==> src/rtl/pll_lock_supervisor.sv <==
// pll_lock_supervisor: sequences PLL reset, waits for stable lock, then releases the system reset
module pll_lock_supervisor #(
   parameter int SYNC_STAGES    = 2,
   parameter int RST_CYCLES     = 16,
   parameter int STABLE_CYCLES  = 1024,
   parameter int TIMEOUT_CYCLES = 65536
) (
   input  logic       clk,
   input  logic       rst,
   input  logic       pll_locked,
   input  logic       cnt_clr,
   output logic       pll_rst,
   output logic       sys_rst,
   output logic       ready,
   output logic [7:0] fault_count
);
   localparam int MAX_RS = RST_CYCLES > STABLE_CYCLES ? RST_CYCLES : STABLE_CYCLES;
   localparam int MAXC   = MAX_RS > TIMEOUT_CYCLES ? MAX_RS : TIMEOUT_CYCLES;
   localparam int CW     = $clog2(MAXC);
   localparam logic [CW-1:0] R_LAST = CW'(RST_CYCLES - 1);
   localparam logic [CW-1:0] S_LAST = CW'(STABLE_CYCLES - 1);
   localparam logic [CW-1:0] T_LAST = CW'(TIMEOUT_CYCLES - 1);

   typedef enum logic [1:0] {PRST, WAIT, STAB, RUN} state_t;

   state_t                 state, nxt;
   logic [CW-1:0]          cnt;
   logic [SYNC_STAGES-1:0] sync;
   logic                   lk, inc;

   assign lk = sync[SYNC_STAGES-1];

   // pll_locked is asynchronous; only the last stage feeds the FSM
   always_ff @(posedge clk or posedge rst)
      if (rst) sync <= '0;
      else     sync <= {sync[SYNC_STAGES-2:0], pll_locked};

   // next state and fault event from the shared counter and synchronised lock
   always_comb begin
      nxt = state;
      inc = 1'b0;
      case (state)
         PRST:    if (cnt == R_LAST) nxt = WAIT;
         WAIT:    if (lk) nxt = STAB;
                  else if (cnt == T_LAST) begin nxt = PRST; inc = 1'b1; end
         STAB:    if (!lk) nxt = WAIT;
                  else if (cnt == S_LAST) nxt = RUN;
         default: if (!lk) begin nxt = PRST; inc = 1'b1; end
      endcase
   end

   // state, counter and outputs all register the next state on one edge
   always_ff @(posedge clk or posedge rst)
      if (rst) begin
         state   <= PRST;
         cnt     <= '0;
         pll_rst <= 1'b1;
         sys_rst <= 1'b1;
         ready   <= 1'b0;
      end else begin
         state   <= nxt;
         cnt     <= (nxt != state || state == RUN) ? '0 : cnt + 1'b1;
         pll_rst <= nxt == PRST;
         sys_rst <= nxt != RUN;
         ready   <= nxt == RUN;
      end

   // saturating fault counter; a clear beats a simultaneous increment
   always_ff @(posedge clk or posedge rst)
      if (rst) fault_count <= '0;
      else     fault_count <= cnt_clr ? 8'd0 :
                              (inc && fault_count != 8'hff) ? fault_count + 8'd1 : fault_count;
endmodule
==> config.mk <==
export PLATFORM = sky130hd
export DESIGN_NAME = pll_lock_supervisor
export DESIGN_NICKNAME = d
export VERILOG_FILES = /design/src/rtl/pll_lock_supervisor.sv
export SDC_FILE = /design/constraint.sdc
export NUM_CORES = 1
export LEC_CHECK = 0
export BUFFER_PORTS_ARGS = -buffer_cell sky130_fd_sc_hd__buf_2
export CAP_MARGIN = 15
export CORE_MARGIN = 4
export CORE_UTILIZATION = 57
export DETAILED_ROUTE_END_ITERATION = 8
export GPL_TIMING_DRIVEN = 0
export PLACE_DENSITY_LB_ADDON = 0.12
export SETUP_SLACK_MARGIN = 0.02
export SLEW_MARGIN = 25
export SYNTH_ARGS = -nofsm -noshare
export SYNTH_HDL_FRONTEND = slang
export SYNTH_SLANG_ARGS = --single-unit
==> constraint.sdc <==
create_clock -name clk -period 2.2 [get_ports clk]
set_input_delay 0.11 -clock clk [delete_from_list [all_inputs] [get_ports clk]]
set_output_delay 0.11 -clock clk [all_outputs]
set_load 0.01 [all_outputs]
Yosys cells after proc, flatten, opt, wreduce, memory -nomap -nowiden

Index checks and enable logic that the tools add are counted.

Input bits: 4
Output and inout port bits: 11
Bits in latches: 0
Bits in registers: 31
Logic and storage cells: 39
Memory bits (read-only): 0
Memory bits (writable): 0
Memories: 0

Shift operators: 0
Equality and inequality tests: 10
Bitwise gates (word level): 0
$add $sub $neg: 2
Order comparisons: 0
Divide/modulo/power cells: 0
$mul: 0
Mux-type cells: 14
Reductions and logical operators: 6

Operators with widths:

| cell                                                                     | count |
|---|---|
| 16-bit by 1-bit adder with 16-bit output (second input constant)         | 1 |
| 16-bit by 10-bit equality test with 1-bit output (second input constant) | 1 |
| 16-bit equality test (second input constant)                             | 1 |
| 16-bit by 4-bit equality test with 1-bit output (second input constant)  | 1 |
| 16-bit two-way mux                                                       | 1 |
| 8-bit two-way mux                                                        | 2 |
| 2-bit two-way mux                                                        | 6 |
| 8-bit by 1-bit adder with 8-bit output (second input constant)           | 1 |
| 8-bit inequality test (second input constant)                            | 1 |
| 2-bit equality test (second input constant)                              | 3 |
| 2-bit one-hot mux with 3 select lines                                    | 1 |
| 2-bit logical NOT                                                        | 2 |
| 1-bit two-way mux                                                        | 3 |
| 2-bit by 1-bit equality test with 1-bit output (second input constant)   | 1 |
| 2-bit inequality test                                                    | 1 |
| 2-bit inequality test (second input constant)                            | 1 |
| 1-bit one-hot mux with 2 select lines                                    | 1 |
| 2-bit nonzero test                                                       | 1 |
| 2-bit OR reduction                                                       | 1 |
| 1-bit logical AND                                                        | 1 |
| 1-bit logical OR                                                         | 1 |

Logic depth before layout (Yosys ltp)

Gate-level depths: netlist of run 1.

Depth after elaboration: 7
Mapped depth: 7
Depth with buffers taken out: 6

Least setup slack after synthesis of run 1

No wires, ideal clock.

Path kind: reg2reg
From: register cnt[0]
To: register fault_count[3]
Stages on the path, launching flop included: 8
Data arrival time: 1.771 ns
Data required time: 2.123 ns
Setup slack: 0.352 ns
Clock period less this slack: 1.848 ns
Library setup time: 0.077 ns
Path buffers: 1
Cells stage by stage: dfrtp_1 ha_1 nand3_4 nor4_4 o21ai_2 buf_6 or3_1 a21oi_1

Word-level cells in the longest chain between the ends: 6

Ends and longest elaborated chain:

| what                                  | line | source |
|---|---|---|
| start: declaration                    | 27   | `logic [CW-1:0] cnt;` |
| start signal: assignment              | 62   | `cnt <= (nxt != state \|\| state == RUN) ? '0 : cnt + 1'b1;` |
| 16-bit equality test                  | 45   | `else if (cnt == T_LAST) begin nxt = PRST; inc = 1'b1; end` |
| 1-bit two-way mux                     | 45   |  |
| 1-bit two-way mux                     | 44   | `WAIT: if (lk) nxt = STAB;` |
| 1-bit one-hot mux with 2 select lines | 42   | `case (state)` |
| 1-bit logical AND                     | 72   | `(inc && fault_count != 8'hff) ? fault_count + 8'd1 : fault_count;` |
| 2-bit nonzero test (no line)          | -    |  |
| end signal: assignment                | 71   | `else fault_count <= cnt_clr ? 8'd0 :` |
| end: declaration                      | 15   | `output logic [7:0] fault_count` |

No other way between the ends.
A chain may end at the register's enable or synchronous reset.

Worst setup path after layout of run 1

From: register cnt[10]
To: register cnt[3]

Word-level cells in the longest chain between the ends: 7
Elaborated cells on any way between the ends: 12
Those cells by class: 4 x eq/ne; 7 x mux; 1 x reduce/logical

Ends and longest elaborated chain:

| what                                                                                            | line |
|---|---|
| 16-bit by 10-bit equality test with 1-bit output / 16-bit equality test (equally long branches) | 47, 45 |
| 2-bit two-way mux (on tied branches)                                                            | 47, 45 |
| 2-bit two-way mux (on tied branches)                                                            | 46, 44 |
| 2-bit one-hot mux with 3 select lines (*)                                                       | 42 |
| 2-bit inequality test (*)                                                                       | 62 |
| 1-bit logical OR (*)                                                                            | 62 |
| 16-bit two-way mux (*)                                                                          | 62 |

Mark *: on every way between the ends. The rest lies on a longest branch, timed or not.

==> run_results.csv, run 1 <==
group,metric,value,unit
flow_run,maxCapViolations,0,
sta,fin_skew,0.008853,ns
layout,antenna_cells,0,
yosys,syn_avg_cell_area,10.20,um^2
detailed_routing,drt_iter0_drc,97,
placed_design,place.gp.congestion,0.8265,
worst_setup_path,cp_num_buf_inv,0,
layout,num-nets-final,182,
detailed_routing,vias_per_cell,5.671,
worst_setup_path,cp.arrival,2.15,ns
min_path,hold_class,"input port to register",
layout,ff_latch_area,778.2,um^2
yosys,synthArstFlopShare,1.000,
yosys,ys_ff_latch,31,
worst_setup_path,critPathTopFamily,"simple AND/OR/NAND/NOR gates",
worst_setup_path,cp.required,2.40,ns
sta,clock.fmax,512.9,MHz
worst_setup_path,max_stage_delay,0.45,ns
sta,rsz0062_at_grt,"false",
worst_setup_path,path_cells,"nor4_1 -> nor3b_1 -> nand4_1 -> nand4_1 -> nor2_1",
grt,grt_max_degree,32,
power,intPower,0.9133,mW
die,die_h,60.49,um
clock_network,clockBufferDepth,2,
layout,final_util,0.6849,
yosys,ys_top_cells_by_area,"dfrtp_1 (46%), nor2_1 (6.2%), xor2_1 (5.0%), xnor2_1 (3.9%), dfstp_2 (3.3%)",
die,num_io_pins,15,
clock_network,cts_sinks,31,
clock_network,htreeDepth,2,
die,fp-row-count,18,
layout,areaGrowthSynthToFinish,11.00,%
sta,setup_viol,0,
grt,grt_pass1_vias,1221,
detailed_routing,drtAntennaViolNets,0,
yosys,syn_area,1570,um^2
worst_setup_path,end_kind,"register",
grt,met3_usage,0.05745,
outcome,status,"finished clean",
layout,fill_cells,198,
sta,slew_viol_final,0,
worst_setup_path,start_kind,"register",
power,power_frac_clock,0.220,
power,switching_share,0.3516,
sta,maxSlewHeadroom,0.5730,
power,power.share.combinational,0.254,
yosys,synth.distinct_cells,40,
detailed_routing,wl_per_cell,14.77,um
sta,finalSetupTns,0,ns
yosys,synth_warnings,0,
yosys,synth_edf_count,0,
yosys,synth_fp_nets,160,
yosys,synthFlopType,"dfrtp_1",
yosys,yosysTopAreaCellShare,0.4622,
worst_setup_path,crit_fanout,9,
grt,grt_pass1_wl,5451,um
clock_network,cts_buffers,5,
power,power.switching,0.4952,mW
grt,antenna_found_initial,0,
die,start_util,0.6170,
clock_network,clk_latency,0.33,ns
grt,busiest_layer,"met2",
grt,met1_usage,0.2193,
power,power_frac_seq,0.525,
grt,track_usage,0.2045,
yosys,ys_seq_area_frac,0.4956,
placed_design,portBuffers,13,
die,die_width,60.49,um
yosys,yosys.area.top_type,"dfrtp_1",
detailed_routing,dr_total_vias,1174,
sta,finalCritPeriodShare,0.8861,
worst_setup_path,crit_top_cell,"nand4_1",
placed_design,hpwl,2089,um
sta,worst_pin_slew,0.6396,ns
detailed_routing,drtPass1Iterations,4,
grt,grtUsageMet2,0.3765,
sta,hold_viol,0,
layout,drive_gt1_frac,0.1695,
power,p_leak,0.8271,nW
power,power_density,808.1,nW/um^2
worst_setup_path,slowest_stage,"dfrtp_1",
clock_network,cts_tree,"built",
power,peakVddDrop,0.6937,mV
layout,multi_input_area,735.7,um^2
sta,finalCriticalPeriod,1.950,ns
worst_setup_path,critPathKind,"register to register",
clock_network,clk_pin_slew,0.10,ns
yosys,synth_cells,154,
detailed_routing,drc,0,
grt,grt_overflow_total,0,
clock_network,root_buffer,"clkbuf_4",
detailed_routing,wl,3058,um
die,core-area,2545,um^2
die,dieArea,3658,um^2
## placed cells by master, fill, tap and decap left out, types with 5 or more instances in the layout
cell and n:
nand2_1 9, buf_2 13, nor2_1 26, dfrtp_1 29, a21oi_1 5, inv_1 7, xor2_1 9, o21ai_0 5
nand3_1 8, nand4_1 6, clkbuf_4 6, xnor2_1 7
## worst register-to-register path, delay by kind of cell (launching register included)
family | cells | cell delay [ns]
flip-flops | 1 | 0.45
AND/OR/NAND/NOR | 5 | 1.38
## per-layer routing
metal | wire length, um | part of all wire
met2 | 1586 | 0.52
met5 | 0 | 0
met3 | 124 | 0.041
met1 | 1292 | 0.42
met4 | 54 | 0.018
## synthesized netlist by cell type (2+ instances only)
cell type	n
dfrtp_1	29
nor2_1	26
nand2_1	9
xor2_1	9
inv_1	8
nand3_1	8
xnor2_1	7
nand4_1	6
a21oi_1	5
o21ai_0	5
or3_1	4
nor4_1	3
and3_1	2
clkbuf_1	2
dfstp_2	2
ha_1	2
mux2i_1	2
nand4_4	2
nor3_1	2
## sequential cells by signal, summed over array words and instances (netlist names)
| signal | flops |
|---|---|
| state | 2 |
| ready | 1 |
| cnt | 16 |
| pll_rst | 1 |
| fault_count | 8 |
| sync | 2 |
| sys_rst | 1 |
## power by group through the flow
stage | Sequential, mW | Clock, mW | Combinational, mW
3_3_place_gp | 0.746 | 0 | 0.340
4_1_cts | 0.740 | 0.325 | 0.366
6_report | 0.740 | 0.310 | 0.358
3_5_place_dp | 0.751 | 0 | 0.356
5_1_grt | 0.757 | 0.355 | 0.405
2_1_floorplan | 0.738 | 0 | 0.272
## path summary, 6_finish.rpt
| check | start | end | slack (ns) | cells after the start |
|---|---|---|---|---|
| min in group asynchronous | rst | fault_count[1] | 0.40 | 3 |
| worst max register to register | cnt[10] | cnt[3] | 0.25 | 5 |
| worst min register to register | sync[0] | sync[1] | 0.34 | 0 |
| max in group asynchronous | rst | cnt[14] | 1.37 | 3 |
| worst min-delay path | cnt_clr | fault_count[4] | 0.02 | 2 |
| worst max-delay path | cnt[10] | cnt[3] | 0.25 | 5 |
## final cells by class
class                      count  share of cell area
buffer                         4             0.01508
clock buffer                   7             0.02584
clock inverter                 1            0.002872
inverter                       8             0.01723
multi-input combinational    111              0.4221
sequential                    31              0.4465
tap                           30             0.02154
timing repair buffer          15             0.04882
## metrics by stage
step / hold slack [ns] / total power, mW / setup slack (ns) / cell area, um^2 / cells
floorplan: 0.1414 / 1.010 / 0.3518 / 1570 / 154
global placement: 0.2175 / 1.086 / 0.2362 / 1673 / 197
detailed placement: 0.2198 / 1.107 / 0.1441 / 1673 / 197
CTS: 0.009405 / 1.431 / 0.1407 / 1743 / 207
global route: 0.01751 / 1.517 / 0.08842 / 1743 / 207
finish: 0.01954 / 1.409 / 0.2505 / 1743 / 207
## cell families after synthesis
family          share of synthesized area
simple gates                       0.2685
fa+ha+maj                         0.01593
flops                              0.4956
mux                               0.01275
compound gates                    0.08208
xor+xnor                          0.08925
buf+inv                           0.03586
## timing repair
action	4_1_cts	5_1_grt
setup buffers	0	0
setup endpoints to repair	0	2
hold buffers	2	0
hold endpoints to repair	30	0
gates resized for setup	0	0
(Power assumes the default switching activity.)
==> inputs of run 2 (changes only) <==
--- a/config.mk
+++ b/config.mk
@@ -7,6 +7,7 @@
 export LEC_CHECK = 0
 export BUFFER_PORTS_ARGS = -buffer_cell sky130_fd_sc_hd__buf_2
 export CAP_MARGIN = 15
+export CORE_ASPECT_RATIO = 0.6
 export CORE_MARGIN = 4
 export CORE_UTILIZATION = 57
 export DETAILED_ROUTE_END_ITERATION = 8
==> constraint.sdc (replaced) <==
create_clock -name clk -period 2.2 [get_ports clk]
set_input_delay 0.11 -clock clk [delete_from_list [all_inputs] [get_ports clk]]
set_output_delay 0.11 -clock clk [all_outputs]
set_load 0.1 [all_outputs]
==> run 2 against run 1 <==
Critical path depth rose by 2. Worst setup slack got worse by 0.072 ns. Routed wire length fell by 4.6%. Die area rose by 0.76%. Via count rose by 0.60%. Total power rose by 22%. Sequential share of layout area fell by 1.7 points. Largest power group unchanged.
==> run_results.csv, run 2 (synthesized netlist as in run 1, its figures left out) <==
group,metric,value,unit
outcome,status,"finished clean",
detailed_routing,vias_per_cell,5.651,
sta,slew_viol_final,0,
placed_design,hpwl,2097,um
worst_setup_path,critPathTopFamily,"simple AND/OR/NAND/NOR gates",
min_path,hold_class,"input port to register",
grt,track_usage,0.1899,
die,core-area,2575,um^2
sta,setup_viol,0,
worst_setup_path,critPathKind,"register to register",
grt,grt_max_degree,32,
worst_setup_path,start_kind,"register",
layout,largest_reg_flops,16,
placed_design,place.gp.congestion,0.8580,
worst_setup_path,cp.required,2.41,ns
power,power_density,947.9,nW/um^2
clock_network,cts_resized,0,
clock_network,clk_latency,0.28,ns
flow_run,maxCapViolations,0,
grt,antenna_found_initial,0,
sta,rsz0062_at_grt,"false",
detailed_routing,wl_per_cell,13.95,um
power,p_leak,0.8590,nW
power,p_total,1.719,mW
layout,antenna_cells,0,
detailed_routing,drtPass1Iterations,5,
sta,clock.fmax,494.7,MHz
detailed_routing,dr_total_vias,1181,
layout,regMostFlops,"cnt",
clock_network,cts_buffers,5,
die,dieArea,3686,um^2
power,peakVddDrop,0.7219,mV
sta,fin_skew,0.001300,ns
layout,num-nets-final,182,
sta,finalCriticalPeriod,2.021,ns
die,die_h,48.66,um
layout,final_cell_mix,"dfrtp_1 (29), nor2_1 (26), buf_2 (13), nand2_1 (9), xor2_1 (9)",
sta,finalCritPeriodShare,0.9188,
grt,grt_pass1_vias,1144,
worst_setup_path,cp_num_buf_inv,1,
worst_setup_path,r2r_slack,0.18,ns
layout,final_util,0.7041,
clock_network,root_buffer,"clkbuf_8",
detailed_routing,wl,2916,um
layout,final_common_cell,"dfrtp_1",
worst_setup_path,crit_fanout,10,
sta,finalSetupTns,0,ns
worst_setup_path,cp.arrival,2.23,ns
sta,worst_pin_slew,0.6265,ns
grt,grt_pass1_wl,5299,um
clock_network,htreeDepth,2,
layout,drive_gt1_frac,0.1808,
worst_setup_path,path_cells,"ha_1 -> nand3_4 -> nor4_4 -> o21ai_2 -> buf_6 -> or3_1 -> a21oi_1",
clock_network,clk_pin_slew,0.06,ns
die,fp-row-count,14,
placed_design,portBuffers,13,
worst_setup_path,max_stage_delay,0.41,ns
layout,reg.largest.list,"cnt: 16 flops, fault_count: 8 flops",
sta,maxSlewHeadroom,0.5817,
detailed_routing,drt_iter0_drc,94,
die,start_util,0.6098,
worst_setup_path,slowest_stage,"nor4_4",
detailed_routing,drtAntennaViolNets,0,
sta,hold_ws,0.09271,ns
clock_network,cts_tree,"built",
die,die_width,75.76,um
detailed_routing,drc,0,
worst_setup_path,end_kind,"register",
clock_network,cts_sinks,31,
sta,hold_viol,0,
die,num_io_pins,15,
layout,areaGrowthSynthToFinish,15.46,%
layout,fin_area,1813,um^2
grt,grt_overflow_total,0,
placed_design,dpl-instance-area,1675,um^2
clock_network,clockBufferDepth,2,
## run 2: worst paths after layout
path	from	to	cells past startpoint
max in group asynchronous	rst	state[0]	3
min in group asynchronous	rst	sync[0]	3
setup / recovery	cnt[0]	fault_count[3]	7
hold / removal	cnt_clr	fault_count[3]	2
setup reg to reg	cnt[0]	fault_count[3]	7
hold reg to reg	sync[0]	sync[1]	0
## run 2: metrics by stage
step / setup slack [ns] / cells
after floorplan: 0.06292 / 154
after global placement: 0.2246 / 199
final: 0.1786 / 209
after global routing: 0.06316 / 209
after CTS: 0.1717 / 209
after detailed placement: 0.1862 / 199
## run 2: final cells by class
class / count / area (um^2)
flip-flops and latches: 31 / 778.2
fillers: 199 / 762.0
multi-input cells: 111 / 735.7
repair buffers: 15 / 85.08
clock buffers: 6 / 82.58
well taps: 32 / 40.04
clock inverters: 2 / 35.03
inverters: 8 / 30.03
plain buffers: 4 / 26.28
## run 2: report_power, final
group / internal [mW] / switching, mW
combinational: 0.139 / 0.267
sequential: 0.651 / 0.0897
clock: 0.366 / 0.206
## run 2: routing by layer
metal  wire (um)  vias up  GRT usage
li1            -      584          -
met1        1505      566     0.2932
met2        1198       25     0.2415
met3         166        6    0.06198
met4          45        0    0.06977
met5           0        -          0
## run 2: timing repair
item	4_1_cts	5_1_grt
endpoints found under the setup margin	0	0
setup buffers	0	0
endpoints found under the hold margin	30	0
hold buffers	2	0
==> inputs of run 3 (changes only) <==
--- a/config.mk
+++ b/config.mk
@@ -5,11 +5,12 @@
 export SDC_FILE = /design/constraint.sdc
 export NUM_CORES = 1
 export LEC_CHECK = 0
+export ABC_AREA = 1
 export BUFFER_PORTS_ARGS = -buffer_cell sky130_fd_sc_hd__buf_2
 export CAP_MARGIN = 15
 export CORE_ASPECT_RATIO = 0.6
 export CORE_MARGIN = 4
-export CORE_UTILIZATION = 57
+export CORE_UTILIZATION = 58
 export DETAILED_ROUTE_END_ITERATION = 8
 export GPL_TIMING_DRIVEN = 0
 export PLACE_DENSITY_LB_ADDON = 0.12
==> run 3 against run 2 <==
Worst hold slack worse by 0.0089 ns. Via count is 4.5% higher. Routed wire length is 4.2% higher. Clock power is 22% lower. Area after synthesis is 1.6% higher. Non-clock buffer count is 1 lower.
==> run_results.csv, run 3 <==
group,metric,value,unit
sta,hold_viol,0,
worst_setup_path,end_kind,"register",
flow_run,maxCapViolations,0,
die,num_io_pins,15,
detailed_routing,dr_total_vias,1234,
clock_network,root_buffer,"clkbuf_8",
clock_network,clk_pin_slew,0.06,ns
sta,finalSetupTns,0,ns
layout,final_cell_mix,"nor2_1 (40), dfrtp_1 (29), nand2_1 (23), inv_1 (20), buf_2 (14)",
yosys,syn_avg_cell_area,8.765,um^2
min_path,hold_path_end,"fault_count[0]",
yosys,syn_area,1595,um^2
layout,num-nets-final,211,
sta,setup_viol,0,
sta,worst_pin_slew,0.6199,ns
power,p_leak,0.9197,nW
worst_setup_path,cp.required,2.36,ns
detailed_routing,wl,3039,um
layout,antenna_cells,0,
yosys,yosys.area.top_type,"dfrtp_1",
clock_network,cts_sinks,31,
power,p_total,1.553,mW
worst_setup_path,critPathKind,"register to register",
grt,grt_pass1_vias,1131,
detailed_routing,wl_per_cell,12.77,um
yosys,synth_edf_count,0,
layout,largest_reg_flops,16,
worst_setup_path,cp_num_buf_inv,1,
worst_setup_path,reg2regPathDepth,10,
min_path,hp-start,"cnt_clr",
layout,final_util,0.7104,
layout,layout.cells.non_filler,238,
sta,maxSlewHeadroom,0.5862,
sta,slew_viol_final,0,
placed_design,portBuffers,14,
sta,clock.fmax,558.0,MHz
clock_network,cts_buffers,5,
worst_setup_path,r2r_start,"cnt[0]",
sta,finalCritPeriodShare,0.8147,
yosys,synth_cells,182,
worst_setup_path,start_kind,"register",
detailed_routing,vias_per_cell,5.185,
layout,final_common_cell,"nor2_1",
worst_setup_path,r2r_slack,0.41,ns
layout,areaGrowthSynthToFinish,13.88,%
clock_network,clk_latency,0.28,ns
die,fp-row-count,14,
yosys,synth.distinct_cells,25,
die,die_h,48.63,um
detailed_routing,drc,0,
yosys,synth_common_cells,"nor2_1 (40), dfrtp_1 (29), nand2_1 (23)",
yosys,yosysTopAreaCellShare,0.4549,
min_path,hold_class,"input port to register",
worst_setup_path,slowest_stage,"dfrtp_1",
clock_network,cts_post_setup_buffers_inserted,0,
sta,rsz0062_at_grt,"false",
outcome,status,"finished clean",
yosys,synth_most_common_cell,"nor2_1",
yosys,synth_fp_nets,188,
yosys,ys_seq_area_frac,0.4878,
power,peakVddDrop,0.5630,mV
placed_design,place.gp.congestion,0.8782,
grt,antenna_found_initial,0,
worst_setup_path,path_cells,"ha_1 -> nand2_1 -> nor2_2 -> nand2_4 -> nor2_4 -> nand2_2 -> nand3_1 -> a21o_2 -> buf_4 -> nor2_1",
sta,finalCriticalPeriod,1.792,ns
die,core-area,2557,um^2
worst_setup_path,critPathTopFamily,"simple AND/OR/NAND/NOR gates",
die,die_width,75.71,um
sta,fin_skew,0.008942,ns
sta,hold_ws,0.08382,ns
yosys,ys_ff_latch,31,
detailed_routing,drt_iter0_drc,136,
yosys,ys_top_cells_by_area,"dfrtp_1 (45%), nor2_1 (9.4%), nand2_1 (5.4%), inv_1 (4.9%), xnor2_1 (4.9%)",
layout,regMostFlops,"cnt",
worst_setup_path,max_stage_delay,0.37,ns
placed_design,dp.cells,228,
min_path,hold_path_depth,2,
layout,drive_gt1_frac,0.2039,
yosys,synthFlopType,"dfrtp_1",
clock_network,clockBufferDepth,2,
detailed_routing,drtPass1Iterations,4,
grt,track_usage,0.1910,
die,start_util,0.6238,
power,power_density,855.0,nW/um^2
worst_setup_path,cp.arrival,1.95,ns
layout,reg.largest.list,"cnt: 16 flops, fault_count: 8 flops",
grt,grt_pass1_wl,5230,um
clock_network,htreeDepth,2,
worst_setup_path,r2r_end,"cnt[9]",
yosys,synthArstFlopShare,1.000,
grt,grt_max_degree,32,
clock_network,cts_tree,"built",
die,dieArea,3681,um^2
worst_setup_path,crit_fanout,10,
detailed_routing,drtAntennaViolNets,0,
grt,grt_overflow_total,0,
placed_design,hpwl,2348,um
yosys,synth_warnings,0,
run 3: cell count changes in the layout (fill, tap and decap cells not counted), moves of 4 or more:
cell and change:
inv_1 +13, a21oi_1 -4, nand3_1 +5, nand2_2 +6, or3_1 -4, nand2_1 +14
nor2_1 +14
run 3: cell type report:
type                       count  area (um^2)
sequential                    31        778.2
fill                         211        740.7
multi-input combinational    128        719.4
timing repair buffer          16        90.09
clock buffer                   7        86.33
inverter                      21        78.83
tap                           32        40.04
buffer                         2        18.77
clock inverter                 1        5.005
run 3: power breakdown:
group	total (mW)	internal [mW]	switching, mW
sequential	0.700	0.642	0.0570
clock	0.447	0.252	0.196
combinational	0.406	0.127	0.280
total	1.55	1.02	0.533
run 3: kinds of logic after synthesis:
logic type | Yosys count | synth area share
compound gates | 13 | 0.05412
buf+inv | 23 | 0.06118
xor+xnor | 18 | 0.09883
flops | 31 | 0.4878
simple gates | 94 | 0.2761
fa+ha+maj | 3 | 0.02196
run 3: how the worst max path moves through the flow:
stage                         startpoint        endpoint  slack, ns  cells after the start
after floorplan           fault_count[0]  fault_count[3]       0.03                      8
after global placement            cnt[0]          cnt[9]       0.46                     10
after detailed placement          cnt[0]          cnt[9]       0.41                     10
after CTS                         cnt[0]          cnt[9]       0.40                     10
after global routing              cnt[0]          cnt[9]       0.25                     10
final                             cnt[0]          cnt[9]       0.41                     10
run 3: timing repair:
item	CTS	global route
hold endpoints to repair	30	0
hold buffers	2	0
resized for setup	0	0
run 3: stage by stage:
stage               area (um^2)  worst slack [ns]
floorplan                  1595           0.02968
global placement           1705            0.4575
detailed placement         1705            0.4131
CTS                        1817            0.4038
global route               1817            0.2495
finish                     1817            0.4078
run 3: layer usage:
| metal | global-route usage | wire length, um |
|---|---|---|
| met4 | 0.06977 | 46 |
| met1 | 0.2861 | 1516 |
| met5 | 0 | 0 |
| met3 | 0.06198 | 224 |
| met2 | 0.2536 | 1251 |
